## config.mk

```make
export PLATFORM = sky130hd
export DESIGN_NAME = pos_frame_reader
export DESIGN_NICKNAME = d
export VERILOG_FILES = /design/src/rtl/pos_pkg.sv /design/src/rtl/pos_skid_buf.sv /design/src/rtl/pos_frame_reader.sv
export SDC_FILE = /design/constraint.sdc
export NUM_CORES = 1
export LEC_CHECK = 0
export BUFFER_PORTS_ARGS = -buffer_cell sky130_fd_sc_hd__buf_4
export CAP_MARGIN = 20
export CORE_UTILIZATION = 59
export DETAILED_ROUTE_END_ITERATION = 8
export GPL_TIMING_DRIVEN = 0
export PLACE_DENSITY_LB_ADDON = 0.1
export SLEW_MARGIN = 20
export SYNTH_ARGS = -nofsm -noshare
export SYNTH_HDL_FRONTEND = slang
export SYNTH_HIERARCHICAL = 1
export SYNTH_SLANG_ARGS = --single-unit
```

## constraint.sdc

```tcl
create_clock -name clk -period 4.1 [get_ports clk]
set_input_delay 0.41 -clock clk [delete_from_list [all_inputs] [get_ports clk]]
set_output_delay 0.41 -clock clk [all_outputs]
set_load 0.1 [all_outputs]
```

## src/rtl/pos_pkg.sv

```systemverilog
// Shared types and constants for the position/gray scan-frame stream path.
package pos_pkg;

  localparam int          FRAME_LEN = 811;
  localparam logic [15:0] HDR_TAG   = 16'hA55A;
  localparam logic [7:0]  TRL_TAG   = 8'h5A;

  // Trailer status byte layout
  localparam int ST_ABORTED  = 0;
  localparam int ST_RSVD_LSB = 1;
  localparam int ST_RSVD_MSB = 7;

  typedef enum logic [1:0] {
    IDLE    = 2'd0,
    HEADER  = 2'd1,
    BODY    = 2'd2,
    TRAILER = 2'd3
  } state_e;

  typedef struct packed {
    logic        sop;
    logic        eop;
    logic [31:0] data;
  } stream_word_t;

  typedef struct packed {
    state_e      state;
    logic [15:0] seq;
    logic        aborted;
  } pos_dbg_t;

  function automatic logic [15:0] csum_add(input logic [15:0] acc, input logic [31:0] w);
    return acc + w[31:16] + w[15:0];
  endfunction

endpackage

```

## src/rtl/pos_skid_buf.sv

```systemverilog
// Two-entry valid/ready skid buffer for {sop, eop, data} stream words.
// Handshake: a word moves when valid && ready on a rising edge; valid and word stay stable until taken.
module pos_skid_buf
  import pos_pkg::*;
(
  input  logic         clk,
  input  logic         rst,
  input  logic         in_valid,
  output logic         in_ready,
  input  stream_word_t in_word,
  output logic         out_valid,
  input  logic         out_ready,
  output stream_word_t out_word,
  output logic [1:0]   occupancy
);

  stream_word_t head_q, head_d;
  stream_word_t tail_q, tail_d;
  logic [1:0]   count_q, count_d;
  logic         push, pop;

  always_comb begin
    pop      = (count_q != 2'd0) && out_ready;
    in_ready = (count_q != 2'd2) || out_ready;
    push     = in_valid && in_ready;
    head_d   = head_q;
    tail_d   = tail_q;
    count_d  = count_q;
    case (count_q)
      2'd0: begin
        if (push) begin
          head_d  = in_word;
          count_d = 2'd1;
        end
      end
      2'd1: begin
        if (push && pop) begin
          head_d = in_word;
        end else if (push) begin
          tail_d  = in_word;
          count_d = 2'd2;
        end else if (pop) begin
          count_d = 2'd0;
        end
      end
      default: begin
        if (pop) begin
          head_d = tail_q;
          if (push) tail_d = in_word;
          else      count_d = 2'd1;
        end
      end
    endcase
  end

  always_ff @(posedge clk) begin
    if (rst) begin
      head_q  <= '0;
      tail_q  <= '0;
      count_q <= 2'd0;
    end else begin
      head_q  <= head_d;
      tail_q  <= tail_d;
      count_q <= count_d;
    end
  end

  assign out_valid = (count_q != 2'd0);
  assign out_word  = head_q;
  assign occupancy = count_q;

endmodule

```

## src/rtl/pos_frame_reader.sv

```systemverilog
// Drains one complete scan frame from the distance/gray FIFO and streams it as
// header, body and trailer words, aborting frames whose FIFO dries up mid-drain.
module pos_frame_reader
  import pos_pkg::*;
#(
  parameter int USEDW_W   = 11,
  parameter int STALL_CYC = 1000000
) (
  input  logic               clk,
  input  logic               rst,
  input  logic               enable,
  input  logic [USEDW_W-1:0] fifo_usedw,
  output logic               fifo_rdreq,
  input  logic [31:0]        fifo_rddata,
  output logic               out_valid,
  input  logic               out_ready,
  output logic [31:0]        out_data,
  output logic               out_sop,
  output logic               out_eop,
  output logic [15:0]        frame_seq,
  output logic [7:0]         abort_cnt,
  output pos_dbg_t           dbg
);

  state_e       state_q, state_d;
  logic [15:0]  rd_issued_q, rd_issued_d;
  logic [15:0]  body_cnt_q, body_cnt_d;
  logic [15:0]  csum_q, csum_d;
  logic [15:0]  seq_q, seq_d;
  logic [15:0]  frame_seq_q, frame_seq_d;
  logic [7:0]   abort_cnt_q, abort_cnt_d;
  logic         aborted_q, aborted_d;
  logic [31:0]  stall_q, stall_d;
  logic         inflight_q;

  logic         rd_req, pop, frame_left, fifo_has;
  logic [2:0]   committed;
  logic [7:0]   status;
  logic         sb_in_valid, sb_in_ready;
  stream_word_t sb_in_word, sb_out_word;
  logic [1:0]   sb_occ;

  always_comb begin
    state_d     = state_q;
    rd_issued_d = rd_issued_q;
    body_cnt_d  = body_cnt_q;
    csum_d      = csum_q;
    seq_d       = seq_q;
    frame_seq_d = frame_seq_q;
    abort_cnt_d = abort_cnt_q;
    aborted_d   = aborted_q;
    stall_d     = stall_q;
    sb_in_valid = 1'b0;
    sb_in_word  = '0;
    rd_req      = 1'b0;
    status      = '0;
    pop         = out_valid && out_ready;
    // Buffer slots already spoken for once this cycle's pop and the pending read land.
    committed   = 3'(sb_occ) - {2'b00, pop} + {2'b00, inflight_q};
    frame_left  = rd_issued_q < 16'(FRAME_LEN);
    fifo_has    = (fifo_usedw != '0);

    case (state_q)
      IDLE: begin
        if (enable && (fifo_usedw >= USEDW_W'(FRAME_LEN))) begin
          state_d     = HEADER;
          rd_issued_d = '0;
          body_cnt_d  = '0;
          csum_d      = '0;
          aborted_d   = 1'b0;
          stall_d     = '0;
        end
      end
      HEADER: begin
        sb_in_valid = 1'b1;
        sb_in_word  = '{sop: 1'b1, eop: 1'b0, data: {HDR_TAG, seq_q}};
        if (sb_in_ready) begin
          state_d = BODY;
          // Issue the first read alongside the header so the body follows it directly.
          rd_req  = frame_left && fifo_has && (committed == 3'd0);
        end
      end
      BODY: begin
        rd_req = frame_left && fifo_has && (committed < 3'd2);
        if (inflight_q) begin
          sb_in_valid = 1'b1;
          sb_in_word  = '{sop: 1'b0, eop: 1'b0, data: fifo_rddata};
          csum_d      = csum_add(csum_q, fifo_rddata);
          body_cnt_d  = body_cnt_q + 16'd1;
          stall_d     = '0;
          if (body_cnt_q == 16'(FRAME_LEN - 1)) state_d = TRAILER;
        end else if (!fifo_has) begin
          if (stall_q == 32'(STALL_CYC - 1)) begin
            aborted_d = 1'b1;
            state_d   = TRAILER;
            stall_d   = '0;
            if (abort_cnt_q != 8'hFF) abort_cnt_d = abort_cnt_q + 8'd1;
          end else begin
            stall_d = stall_q + 32'd1;
          end
        end
      end
      TRAILER: begin
        status[ST_ABORTED]              = aborted_q;
        status[ST_RSVD_MSB:ST_RSVD_LSB] = '0;
        sb_in_valid = 1'b1;
        sb_in_word  = '{sop: 1'b0, eop: 1'b1, data: {TRL_TAG, status, csum_q}};
        if (sb_in_ready) begin
          state_d = IDLE;
          if (!aborted_q) begin
            frame_seq_d = seq_q;
            seq_d       = seq_q + 16'd1;
          end
        end
      end
      default: state_d = IDLE;
    endcase

    if (rd_req) rd_issued_d = rd_issued_q + 16'd1;
  end

  always_ff @(posedge clk) begin
    if (rst) begin
      state_q     <= IDLE;
      rd_issued_q <= '0;
      body_cnt_q  <= '0;
      csum_q      <= '0;
      seq_q       <= '0;
      frame_seq_q <= '0;
      abort_cnt_q <= '0;
      aborted_q   <= 1'b0;
      stall_q     <= '0;
      inflight_q  <= 1'b0;
    end else begin
      state_q     <= state_d;
      rd_issued_q <= rd_issued_d;
      body_cnt_q  <= body_cnt_d;
      csum_q      <= csum_d;
      seq_q       <= seq_d;
      frame_seq_q <= frame_seq_d;
      abort_cnt_q <= abort_cnt_d;
      aborted_q   <= aborted_d;
      stall_q     <= stall_d;
      inflight_q  <= rd_req;
    end
  end

  pos_skid_buf u_skid (
    .clk       (clk),
    .rst       (rst),
    .in_valid  (sb_in_valid),
    .in_ready  (sb_in_ready),
    .in_word   (sb_in_word),
    .out_valid (out_valid),
    .out_ready (out_ready),
    .out_word  (sb_out_word),
    .occupancy (sb_occ)
  );

  assign fifo_rdreq = rd_req;
  assign out_sop    = sb_out_word.sop;
  assign out_eop    = sb_out_word.eop;
  assign out_data   = sb_out_word.data;
  assign frame_seq  = frame_seq_q;
  assign abort_cnt  = abort_cnt_q;
  assign dbg        = '{state: state_q, seq: seq_q, aborted: aborted_q};

endmodule

```

==> results_dict.tcl <==
set metrics [dict create \
    status "completed" \
    synth_top_family_by_area "simple AND/OR/NAND/NOR gates" \
    clk_pin_slew_worst_paths_ns 0.08 \
    layout_commonest_cell "dfxtp_1" \
    cts_tree "done" \
    antenna_cells 0 \
    die_width_um 136 \
    netlist_area_um2 10700 \
    endpoint_kind "output pin" \
    max_clock_freq_mhz 255 \
    fp.dieH_um 136 \
    grt_use_met1 0.433 \
    fin_skew_ns 0.0159 \
    yosysTopAreaCellShare 0.364 \
    synth_area_leaders "dfxtp_1 (36%), mux2i_1 (6.9%), a21oi_1 (4.6%)" \
    use_met2 0.472 \
    cts_max_path_buffers 2 \
    synth-seq-cells 194 \
    core_um2 17500 \
    htreeDepth 4 \
    synth-simple-area-share 0.239 \
    drt_iter0_drc 1021 \
    peakVddDrop_v 0.000550 \
    grt_pass1_wl_um 45300 \
    power.density_nw_per_um2 571 \
    drtAntennaViolNets 0 \
    yosysTopAreaCell "dfxtp_1" \
    async_flop_share 0 \
    hp-class "primary input to flip-flop" \
    rsz0062_at_grt "no" \
    slew_violations 0 \
    port_buffers 124 \
    startpoint_type "flip-flop" \
    crit_arrival_ns 3.51 \
    initial_utilization 0.610 \
    antenna_found_initial 0 \
    use_met3 0.0861 \
    fin_crit_ns 3.92 \
    avgViaCountPerCell 6.03 \
    clock_latency_ns 0.44 \
    path_max_fanout 15 \
    drc 0 \
    dr.pass1.iters 6 \
    cp.required_ns 3.69 \
    wl_um 28700 \
    fin_nets 1429 \
    ys_types 75 \
    cts_buffers 17 \
    synth_compound_area_frac 0.164 \
    muxShareOfSynthArea 0.0696 \
    overflow 0 \
    timing.final.hold_violations 0 \
    worstReg2RegStart "u_skid/occupancy[1]$_SDFFE_PP0P_" \
    synth_flop_cell "dfxtp_1" \
    p_leak_nw 4.63 \
    reg2reg_depth 16 \
    synth_edf_count 0 \
    grt_pass1_vias 8791 \
    dp_hpwl_um 21300 \
    post_drt_wl_per_cell_um 18.2 \
    timing.rr.end "rd_issued_q[9]$_SDFFE_PP0P_" \
    finalSetupViolCount 0 \
    avgSynthCellArea_um2 8.92 \
    synth_cells 1195 \
    synth-xor-area-share 0.0567 \
    tightest_slew_ns 0.801 \
    busiest_layer "met2" \
    drv_cap 0 \
    syn2layout_area_growth_pct 17.4 \
    layout_common_cells "dfxtp_1 (193), buf_4 (126), nor2_1 (114)" \
    gp_congestion 0.918 \
    dieArea_um2 18600 \
    vias 9508 \
    std_cell_rows 48 \
    critical_path_class "flip-flop to output pin" \
    grt_max_degree 20 \
    clock_sinks 194 \
    crit_start "u_skid/occupancy[1]$_SDFFE_PP0P_" \
    root_buffer "clkbuf_16" \
    ys_warn_count 6 \
    tns_ns 0 \
    r2r_slack_ns 0.49 \
    syn_nets 1286 \
    drive_gt1_frac 0.181 \
    power.total_mw 7.14 \
    slew_headroom 0.457 \
    endpoint "fifo_rdreq" \
    ios 126 \
    grt_usage 0.316 \
    timing.final.crit_share 0.955 \
    holdPathStages 3 \
    synth_fa_ha_area_frac 0.0636 \
    synth-seq-area-share 0.364 \
]
-- state kept, by name, summed over array words and instances (netlist names), 2 cells and up --
signal / count
body_cnt_q: 16
u_skid/occupancy: 2
frame_seq: 16
abort_cnt: 8
rd_issued_q: 16
u_skid/out_word: 34
u_skid/tail_q: 34
state_q: 2
stall_q: 32
seq_q: 16
csum_q: 16
-- critical path: stages (launching register included) --
cell,delay [ns]
dfxtp_2,0.36
buf_6,0.17
nor2_4,0.14
clkinvlp_4,0.10
and2_1,0.16
ha_1,0.27
inv_1,0.05
ha_1,0.13
inv_1,0.05
fa_1,0.48
nor2b_4,0.14
nand3_1,0.08
or4_4,0.59
nor2_4,0.16
buf_12,0.19
-- cells by family (layout without fill, tap and decap cells) --
family | after synthesis | after routing
flip-flops | 194 | 194
AO/OA/AOI/OAI | 241 | 241
AND/OR/NAND/NOR | 477 | 477
XOR/XNOR | 69 | 69
multiplexers | 74 | 74
buffers and inverters | 96 | 252
adder cells (fa/ha/maj) | 44 | 44
-- routing by layer --
metal | wire, µm | part of all wire | up-vias
met4 | 646 | 0.023 | 0
met1 | 12900 | 0.45 | 4547
li1 | - | - | 4552
met2 | 12800 | 0.45 | 357
met5 | 0 | 0 | -
met3 | 2380 | 0.083 | 52
-- report_power, final --
part | internal (mW) | switching, mW | leakage (nW)
logic | 0.896 | 2.39 | 2.77
registers | 2.05 | 0.127 | 1.57
clock network | 0.870 | 0.811 | 0.292
-- metrics by stage --
| stage | worst slack (ns) | util | hold slack (ns) | cells | instance area (µm²) |
|---|---|---|---|---|---|
| floorplan | 0.00946 | - | 0.430 | 1195 | 10700 |
| global placement | 0.272 | 0.680 | 0.442 | 1544 | 11900 |
| detailed placement | 0.253 | 0.680 | 0.451 | 1544 | 11900 |
| CTS | 0.00907 | 0.715 | 0.312 | 1576 | 12500 |
| global route | 0.0539 | 0.716 | 0.334 | 1576 | 12500 |
| finish | 0.183 | 0.716 | 0.314 | 1576 | 12500 |
-- final cells by class --
cell class,count,area (µm²)
Fill cell,1378,4960
Inverter,23,90.1
Tap cell,225,282
Clock buffer,17,425
Sequential cell,194,3880
Buffer,72,364
Timing Repair Buffer,125,951
Clock inverter,15,171
Multi-Input combinational cell,905,6340
-- worst min-delay path by stage --
stage                            startpoint                               end  slack (ns)
2_1_floorplan  rd_issued_q[14]$_SDFFE_PP0P_      rd_issued_q[14]$_SDFFE_PP0P_        0.43
3_3_place_gp     frame_seq[12]$_SDFFE_PP0P_        frame_seq[12]$_SDFFE_PP0P_        0.44
3_5_place_dp      frame_seq[5]$_SDFFE_PP0P_         frame_seq[5]$_SDFFE_PP0P_        0.45
4_1_cts                           out_ready  u_skid/occupancy[1]$_SDFFE_PP0P_        0.31
5_1_grt                           out_ready  u_skid/occupancy[1]$_SDFFE_PP0P_        0.33
6_report                          out_ready  u_skid/occupancy[1]$_SDFFE_PP0P_        0.31
-- synth_stat cells (4+ instances only) --
cell type / n
buf_1: 7
and2_1: 14
ha_1: 27
buf_6: 9
nor2b_1: 5
nor4_1: 8
nor3_1: 16
or3_1: 11
a21oi_1: 99
inv_1: 23
nand2b_1: 74
nand2_1: 93
nand4_1: 29
nor3b_1: 7
o21ai_0: 20
a31oi_1: 7
o211ai_1: 4
and3_1: 22
xor2_1: 46
buf_2: 15
a222oi_1: 16
a211o_1: 4
nor3_2: 6
nor4b_1: 5
a21o_1: 13
xnor2_1: 23
a211oi_1: 11
mux2i_1: 73
a22oi_1: 4
fa_1: 17
dfxtp_1: 194
nand3_1: 39
nor2_1: 116
clkbuf_1: 39
nand3b_1: 6
a211oi_2: 31
-- repair_timing --
action / CTS / global route
gates resized for setup: 4 / 3
hold buffers: 0 / 0
setup endpoints to repair: 1 / 1
pin swaps: 0 / 3
setup buffers: 0 / 1
(Power assumes the default switching activity.)
